## config.mk

```make
export PLATFORM = sky130hd
export DESIGN_NAME = shift_sequencer
export DESIGN_NICKNAME = d
export VERILOG_FILES = /design/src/rtl/shift_sequencer_pkg.sv /design/src/rtl/shift_sequencer_shifter.sv /design/src/rtl/shift_sequencer.sv
export SDC_FILE = /design/constraint.sdc
export NUM_CORES = 1
export LEC_CHECK = 0
export BUFFER_PORTS_ARGS = -buffer_cell sky130_fd_sc_hd__buf_2
export CAP_MARGIN = 20
export CELL_PAD_IN_SITES_DETAIL_PLACEMENT = 0
export CELL_PAD_IN_SITES_GLOBAL_PLACEMENT = 1
export CORE_MARGIN = 2
export CORE_UTILIZATION = 46
export DETAILED_ROUTE_END_ITERATION = 7
export GPL_TIMING_DRIVEN = 0
export PLACE_DENSITY_LB_ADDON = 0.1
export REMOVE_ABC_BUFFERS = 1
export SLEW_MARGIN = 40
export SYNTH_ARGS = -nofsm -noshare
export SYNTH_HDL_FRONTEND = slang
export SYNTH_SLANG_ARGS = --single-unit
```

## constraint.sdc

```tcl
create_clock -name CLK -period 4.7 [get_ports CLK]
set_input_delay 0.94 -clock CLK [delete_from_list [all_inputs] [get_ports CLK]]
set_output_delay 0.94 -clock CLK [all_outputs]
set_load 0.01 [all_outputs]
```

## src/rtl/shift_sequencer_pkg.sv

```systemverilog
// rtl/shift_sequencer_pkg.sv - shift type codes, FSM states and effective-amount helper
package shift_sequencer_pkg;

    localparam logic [1:0] SH_LSL = 2'd0;
    localparam logic [1:0] SH_LSR = 2'd1;
    localparam logic [1:0] SH_ASR = 2'd2;
    localparam logic [1:0] SH_ROR = 2'd3;

    typedef enum logic [1:0] {
        S_IDLE  = 2'd0,
        S_SHIFT = 2'd1,
        S_DONE  = 2'd2
    } seqState;

    // Amounts past 33 cannot change a linear shift; ROR only cares about amt mod 32,
    // but a nonzero multiple of 32 must still run 32 bits so the carry becomes bit 31.
    function automatic logic [5:0] effAmount(input logic [1:0] sh, input logic [7:0] amt);
        if (sh == SH_ROR) begin
            if (amt == 8'd0)
                return 6'd0;
            else if (amt[4:0] == 5'd0)
                return 6'd32;
            else
                return {1'b0, amt[4:0]};
        end else if (amt > 8'd33) begin
            return 6'd33;
        end else begin
            return amt[5:0];
        end
    endfunction

endpackage

```

## src/rtl/shift_sequencer_shifter.sv

```systemverilog
// rtl/shift_sequencer_shifter.sv - combinational 32-bit shifter with 5-bit amount
import shift_sequencer_pkg::*;

module shift_sequencer_shifter (
    input  logic [1:0]  Sh,
    input  logic [4:0]  Shamt5,
    input  logic [31:0] ShIn,
    output logic [31:0] ShOut
);

    always_comb begin
        ShOut = ShIn;
        case (Sh)
            SH_LSL:  ShOut = ShIn << Shamt5;
            SH_LSR:  ShOut = ShIn >> Shamt5;
            SH_ASR:  ShOut = 32'($signed(ShIn) >>> Shamt5);
            default: ShOut = (ShIn >> Shamt5) | (ShIn << (6'd32 - {1'b0, Shamt5}));
        endcase
    end

endmodule

```

## src/rtl/shift_sequencer.sv

```systemverilog
// rtl/shift_sequencer.sv - multi-cycle register-amount shift controller with ARM carry-out
import shift_sequencer_pkg::*;

module shift_sequencer #(
    parameter int MAX_STEP = 31
) (
    input  logic        CLK,
    input  logic        Reset,
    input  logic        ReqValid,
    output logic        ReqReady,
    input  logic [1:0]  Sh,
    input  logic [7:0]  Amt8,
    input  logic [31:0] ShIn,
    input  logic        CarryIn,
    output logic        RspValid,
    input  logic        RspReady,
    output logic [31:0] ShOut,
    output logic        CarryOut
);

    localparam logic [5:0] STEP = 6'(MAX_STEP);

    seqState     state, nextState;
    logic [31:0] val, valNext, stepOut, shOutReg;
    logic [5:0]  rem, remNext, k, lslIdx, lsrIdx;
    logic [1:0]  shReg;
    logic        c, cNext, carryOutReg;

    shift_sequencer_shifter uShifter (
        .Sh     (shReg),
        .Shamt5 (k[4:0]),
        .ShIn   (val),
        .ShOut  (stepOut)
    );

    assign lslIdx = 6'd32 - k;
    assign lsrIdx = k - 6'd1;

    always_ff @(posedge CLK) begin
        if (Reset)
            state <= S_IDLE;
        else
            state <= nextState;
    end

    always_comb begin
        nextState = state;
        k         = 6'd0;
        valNext   = val;
        cNext     = c;
        remNext   = rem;
        case (state)
            S_IDLE: begin
                if (ReqValid) begin
                    valNext   = ShIn;
                    cNext     = CarryIn;
                    remNext   = effAmount(Sh, Amt8);
                    nextState = (remNext == 6'd0) ? S_DONE : S_SHIFT;
                end
            end
            S_SHIFT: begin
                k       = (rem > STEP) ? STEP : rem;
                valNext = stepOut;
                remNext = rem - k;
                case (shReg)
                    SH_LSL:  cNext = val[lslIdx[4:0]];
                    SH_ROR:  cNext = stepOut[31];
                    default: cNext = val[lsrIdx[4:0]];
                endcase
                if (remNext == 6'd0)
                    nextState = S_DONE;
            end
            S_DONE: begin
                if (RspReady)
                    nextState = S_IDLE;
            end
            default: nextState = S_IDLE;
        endcase
    end

    // Result registers load only on entry to DONE so the outputs hold between operations.
    always_ff @(posedge CLK) begin
        if (Reset) begin
            val         <= 32'd0;
            c           <= 1'b0;
            rem         <= 6'd0;
            shReg       <= SH_LSL;
            shOutReg    <= 32'd0;
            carryOutReg <= 1'b0;
        end else begin
            val <= valNext;
            c   <= cNext;
            rem <= remNext;
            if (state == S_IDLE && ReqValid)
                shReg <= Sh;
            if (nextState == S_DONE && state != S_DONE) begin
                shOutReg    <= valNext;
                carryOutReg <= cNext;
            end
        end
    end

    assign ReqReady = (state == S_IDLE);
    assign RspValid = (state == S_DONE);
    assign ShOut    = shOutReg;
    assign CarryOut = carryOutReg;

endmodule
```

==> results of run 1 <==
[worst paths after layout]
kind	slack (ns)	depth (start not counted)	end
max	0.1	16	ShOut[25]
min reg2reg	0.47	2	ShOut[11]
min	0.47	2	ShOut[11]
max reg2reg	0.1	16	ShOut[25]
[final cells by class]
| type | instances | area share |
|---|---|---|
| Clock buffer | 11 | 0.02092 |
| Clock inverter | 5 | 0.006835 |
| Inverter | 18 | 0.006421 |
| Multi-Input combinational cell | 1227 | 0.7192 |
| Sequential cell | 76 | 0.1277 |
| Tap cell | 319 | 0.03304 |
| Timing Repair Buffer | 120 | 0.08585 |
[cell families after synthesis]
group / synth area share
flops: 0.1408
compound gates: 0.3611
xor+xnor: 0.003242
simple gates: 0.2399
buf+inv: 0.07792
fa+ha+maj: 0.008104
mux: 0.1689
[power breakdown]
group	internal [W]	switching [W]
registers	0.000719	0.000242
clock network	0.000497	0.000351
logic	0.000874	0.00169
total	0.00209	0.00228
[metrics by stage]
step           instances  setup slack, ns  cell area [sq um]  TNS [ns]
3_3_place_gp        1717           -9.379              10840   -580.86
5_1_grt             1776         -0.01768              12080  -0.01768
2_1_floorplan       1317           -3.875              10040   -227.24
4_1_cts             1772          0.06784              12020         0
6_report            1776          0.09986              12080         0
3_5_place_dp        1747          -0.7976              11580    -23.02
[worst min-delay path, stage by stage, from the launching register on]
cell and delay (ns):
dfxtp_1 0.32, nand2_1 0.05, a21oi_1 0.05
[registers in the layout (all words and copies together) (netlist names)]
signal    cells
state         2
val          32
c             1
shReg         2
ShOut        32
rem           6
CarryOut      1
[per-layer routing]
metal	global-route usage	up-vias	share of wire
met4	0.2554	0	0.079
met2	0.6604	1324	0.39
met3	0.1693	352	0.16
met5	0	-	0
li1	-	5721	-
met1	0.6197	6484	0.37
[placed cells by master (no fill, tap or decap), drive strengths merged, types with 13 or more instances in the layout]
cell	n
mux2i	81
and3	16
nor3	47
mux4	36
a22oi	24
a211o	15
a311oi	16
inv	18
nand3	90
buf	120
a21o	21
nand2	119
nor2	143
mux2	17
o211ai	21
a221oi	15
a21oi	112
a31oi	35
o22ai	20
dfxtp	76
and2	22
o21ai	94
nand2b	13
a211oi	49
nor3b	14
[repair_timing]
item	in CTS	in global routing
pin swaps	2	3
setup endpoints to repair	61	26
setup buffers	6	3
gates resized for setup	10	4
gates cloned	3	1
==> metrics.txt, run 1 <==
TritonCTS Buffers 9; clk sinks between 70 and 80; DRT Wirelength roughly 59000 microns; GRT overflow 0; Routed Antenna Nets 0; Synth Area per Inst 7.282 sq um; startpoint types register; Data required, critical path 4.94 ns; clock skew between 0.015 and 0.02 ns; utilization after layout 0.5194; max-cap viol count 0; share of async-settable or async-resettable flops after synthesis 0; Power Total 0.004368 W; share of layout cells above drive strength 1 0.1935; Lkg Pwr approximately 4.6 nW; Data arrival, critical path 4.84 ns; most numerous cell in the Yosys netlist nor2_1; Clock Pin Slew Worst Setup and Hold Paths roughly 0.070 ns; gr usage total 0.4691; Clock Latency Late Sink about 0.37 ns; top post-synthesis cells by area dfxtp_1 (14%), mux4_2 (7.5%), mux2i_1 (7.4%); I/O pins ~80; FF+latch count, synth between 70 and 80; Placer Congestion 1.057; Register Area roughly 1500 sq um; Clock Root Buffer clkbuf_16; Die Y roughly 160 microns; CP max FO 31; PwrDens roughly 360 nW/um^2; row count 56; register area share after synthesis 0.1408; family with the most delay on the worst path compound AO/OA/AOI/OAI gates; DRC Markers 0; Avg WL per Cell approximately 33 microns; predominant post-synthesis flop cell dfxtp_1; Synth cell types between 90 and 100; CTS tree built; Initial DRT Pass Iterations 7; Yosys top cell area share 0.1408; global-route wire length before repair 84950 microns; Hold Crit Start ShOut[11]; Synth-to-Final Area Change 11.80%; largest net degree at the start of global routing 52; Slew @ Worst Pin roughly 0.98 ns; critical path endpoint category register; CP cell instances nand2b_4 -> buf_12 -> nor2_4 -> buf_16 -> inv_4 -> buf_12 -> ha_4 -> inv_1 -> nand3_4 -> nand2_8 -> mux4_2 -> a21oi_1 -> a221oi_1 -> a21oi_1 -> a222oi_1 -> a211oi_1; H-Tree Depth 3; fin crit share 0.9788; FILL cells roughly 2400; hold_buf cts 0; CP max stage cell a221oi_1; Hold Slack between 0.4 and 0.5 ns; Min-Delay Path Class reg2reg; Mapped Cells approximately 1500; most frequent cells after synthesis nor2_1 (135), nand2_1 (117), a21oi_1 (106); post-synth top area cell dfxtp_1; Slew Viols, Final 0; cell area after synthesis 10810 sq um; nets roughly 1500; min cycle time layout between 4 and 5 ns; critical path type reg2reg; initial antenna violation count 0; 1st-iter DRT viols roughly 2200; PortBufs 81; Post-synth EDFFs 0; die width approximately 160 microns; Critical R2R Launch state[1]; vias in the first global route 12190; detailed placer's ending HPWL 40920 microns; antenna cells 0; area occupied by multi-input gates a little under 9000 sq um; crit path from state[1]; CP peak stage delay 0.55 ns; Setup violations, final 0; Die ar. roughly 25000 sq um; CTS Buffer Depth 2; drt via density roughly 8; final hold vios 0; max frequency ~220 MHz; vias 13880; unrepaired setup endpoints after global routing yes; status complete, no violations; Peak VDD IR 217.9 uV; Starting Density 0.4646; Core Region ~23000 sq um; max_slew headroom 0.3459; WP buf/inv 5; synth warn 0
No activity file was read; power rests on OpenSTA's default activity.
==> run 2: changes to the inputs <==
==> constraint.sdc (replaced) <==
create_clock -name CLK -period 4.7 [get_ports CLK]
set_input_delay 0 -clock CLK [delete_from_list [all_inputs] [get_ports CLK]]
set_output_delay 0 -clock CLK [all_outputs]
set_load 0.01 [all_outputs]
==> run 2 against run 1 <==
Effect of this change:
- wire length is essentially flat
- sequential share of layout area is 0.19 points lower
- cell area is 1.5% higher
- global-route usage increased by 0.12 points
- setup slack gained 0.048 ns
- largest cell class unchanged
==> metrics.txt, run 2 (same netlist as run 1, synthesis figures left out) <==
status complete, no violations; Starting Density 0.4646 (unchanged); most common cell after layout, fill and taps aside nor2_1; clock skew 0.01761 ns (-0.0009344 ns); CP max FO 31 (unchanged); Initial DRT Pass Iterations 7 (unchanged); vias 13880 (-0.043%); vias in the first global route 12230 (+0.34%); critical path endpoint category register; max frequency 219.7 MHz (+1.1%); Die Y 157.3 microns (unchanged); PwrDens 357.3 nW/um^2 (-1.2%); met3 Use GR 0.1669 (-0.002478); clk sinks 76 (unchanged); Routed Antenna Nets 0 (unchanged); most frequent cells in the layout nor2_1 (125), nand2_1 (114), a21oi_1 (106), nand3_1 (89), buf_2 (85); Avg WL per Cell 32.83 microns (-0.98%); Data required, critical path 4.94 ns (about the same); DRT Wirelength 58900 microns (about the same); Synth-to-Final Area Change 13.47%; fin crit share 0.9685 (-0.01029); Clock Pin Slew Worst Setup and Hold Paths 0.07 ns (about the same); Clock Root Buffer clkbuf_16; critical path type reg2reg; gr usage total 0.4703 (+0.001225); gr busiest metal met2; Slew Viols, Final 0 (unchanged); Min-Delay Path Class in2reg; antenna cells 0 (unchanged); I/O pins 82 (unchanged); Data arrival, critical path 4.79 ns (-0.05 ns); DRC Markers 0 (unchanged); Lkg Pwr 4.628 nW (+1.6%); max-cap viol count 0 (unchanged); FILL cells 2352 (-0.59%); max_slew headroom 0.3677 (+0.02187); startpoint types register; largest net degree at the start of global routing 52 (unchanged); 1st-iter DRT viols 2401 (+10%); TritonCTS Buffers 9 (unchanged); drt via density 7.734 (-1.0%); H-Tree Depth 3 (unchanged); Slew @ Worst Pin 0.9449 ns (-0.03268 ns); PortBufs 81 (unchanged); Clock Latency Late Sink 0.37 ns (about the same); die width 157.3 microns (unchanged); Placed Instance Area 11580 sq um (unchanged); CTS Buffer Depth 2 (unchanged); nets 1524 (+1.2%); M2 GR Usage 0.6613 (+0.0008318); unrepaired setup endpoints after global routing yes; Placed Instances 1747 (unchanged); GRT overflow 0 (unchanged); Non-Filler Instances 1794 (+1.0%); Setup violations, final 0 (unchanged); Final Cell Area 12260 sq um (+1.5%); final hold vios 0 (unchanged); Placer Congestion 1.057 (unchanged); share of layout cells above drive strength 1 0.1912 (-0.002362); min cycle time layout 4.552 ns (-0.04837 ns); CTS tree built; utilization after layout 0.5271 (+0.007745); Core Region 23260 sq um (unchanged); Hold Slack 0.004545 ns (-0.4640 ns); Die ar. 24740 sq um (unchanged); initial antenna violation count 0 (unchanged); Peak VDD IR 217.6 uV (-0.14%); global-route wire length before repair 85150 microns (+0.24%); GR Util met1 0.6241 (+0.004405); detailed placer's ending HPWL 40920 microns (unchanged); row count 56 (unchanged)
[run 2: changes by cell type in the layout (fill, tap and decap cells not counted)]
cell           change
dlygate4sd3_1     +18
[run 2: final timing paths]
kind	start	endpoint	slack, ns	cells after the start
max	state[1]	ShOut[25]	0.15	16
min	ShIn[6]	val[6]	0.005	4
max reg2reg	state[1]	ShOut[25]	0.15	16
min reg2reg	ShOut[11]	ShOut[11]	0.47	2
[run 2: per-layer routing]
metal,part of all wire,wire length (microns),up-vias
li1,-,-,5752
met1,0.38,22140,6517
met2,0.39,23140,1275
met3,0.15,9031,331
met4,0.078,4585,0
met5,0,0,-
[run 2: power by group]
part / total (W) / switching, W / internal (W) / leakage [nW]
logic: 0.00257 / 0.00168 / 0.000887 / 3.84
clock network: 0.000849 / 0.000352 / 0.000497 / 0.162
registers: 0.000960 / 0.000241 / 0.000719 / 0.627
total: 0.00438 / 0.00228 / 0.00210 / 4.63
[run 2: cell type report]
type                            count  area, sq um  area share
Inverter                           18        77.57    0.006327
Sequential cell                    76         1543      0.1258
Tap cell                          319        399.1     0.03255
Multi-Input combinational cell   1227         8690      0.7087
Clock buffer                       11        252.7     0.02061
Clock inverter                      5        82.58    0.006735
Timing Repair Buffer              138         1217     0.09929
[run 2: critical path, stage by stage, from the launching register on]
cell      delay [ns]
dfxtp_2         0.51
nand2b_4        0.21
buf_12          0.21
nor2_4          0.13
buf_16          0.20
inv_4           0.27
buf_12          0.24
ha_4            0.21
inv_1           0.11
nand3_4         0.16
nand2_8         0.22
mux4_2          0.43
a21oi_1         0.11
a221oi_1        0.53
a21oi_1         0.19
a222oi_1        0.48
a211oi_1        0.14
[run 2: metrics by stage]
stage / worst slack [ns] / power [W] / TNS (ns)
4_1_cts: 0.06784 / 0.004207 / 0
3_3_place_gp: -9.379 / 0.003181 / -580.86
3_5_place_dp: -0.7976 / 0.003294 / -23.02
6_report: 0.1482 / 0.004381 / 0
5_1_grt: -0.01767 / 0.004487 / -0.01767
2_1_floorplan: -3.875 / 0.002303 / -227.24
[run 2: timing repair]
item	in CTS	in global routing
cloned	3	1
gates resized for setup	10	4
endpoints found under the hold margin	18	0
setup buffers	6	3
endpoints found under the setup margin	61	26
hold buffers	18	0
pin swaps	2	3
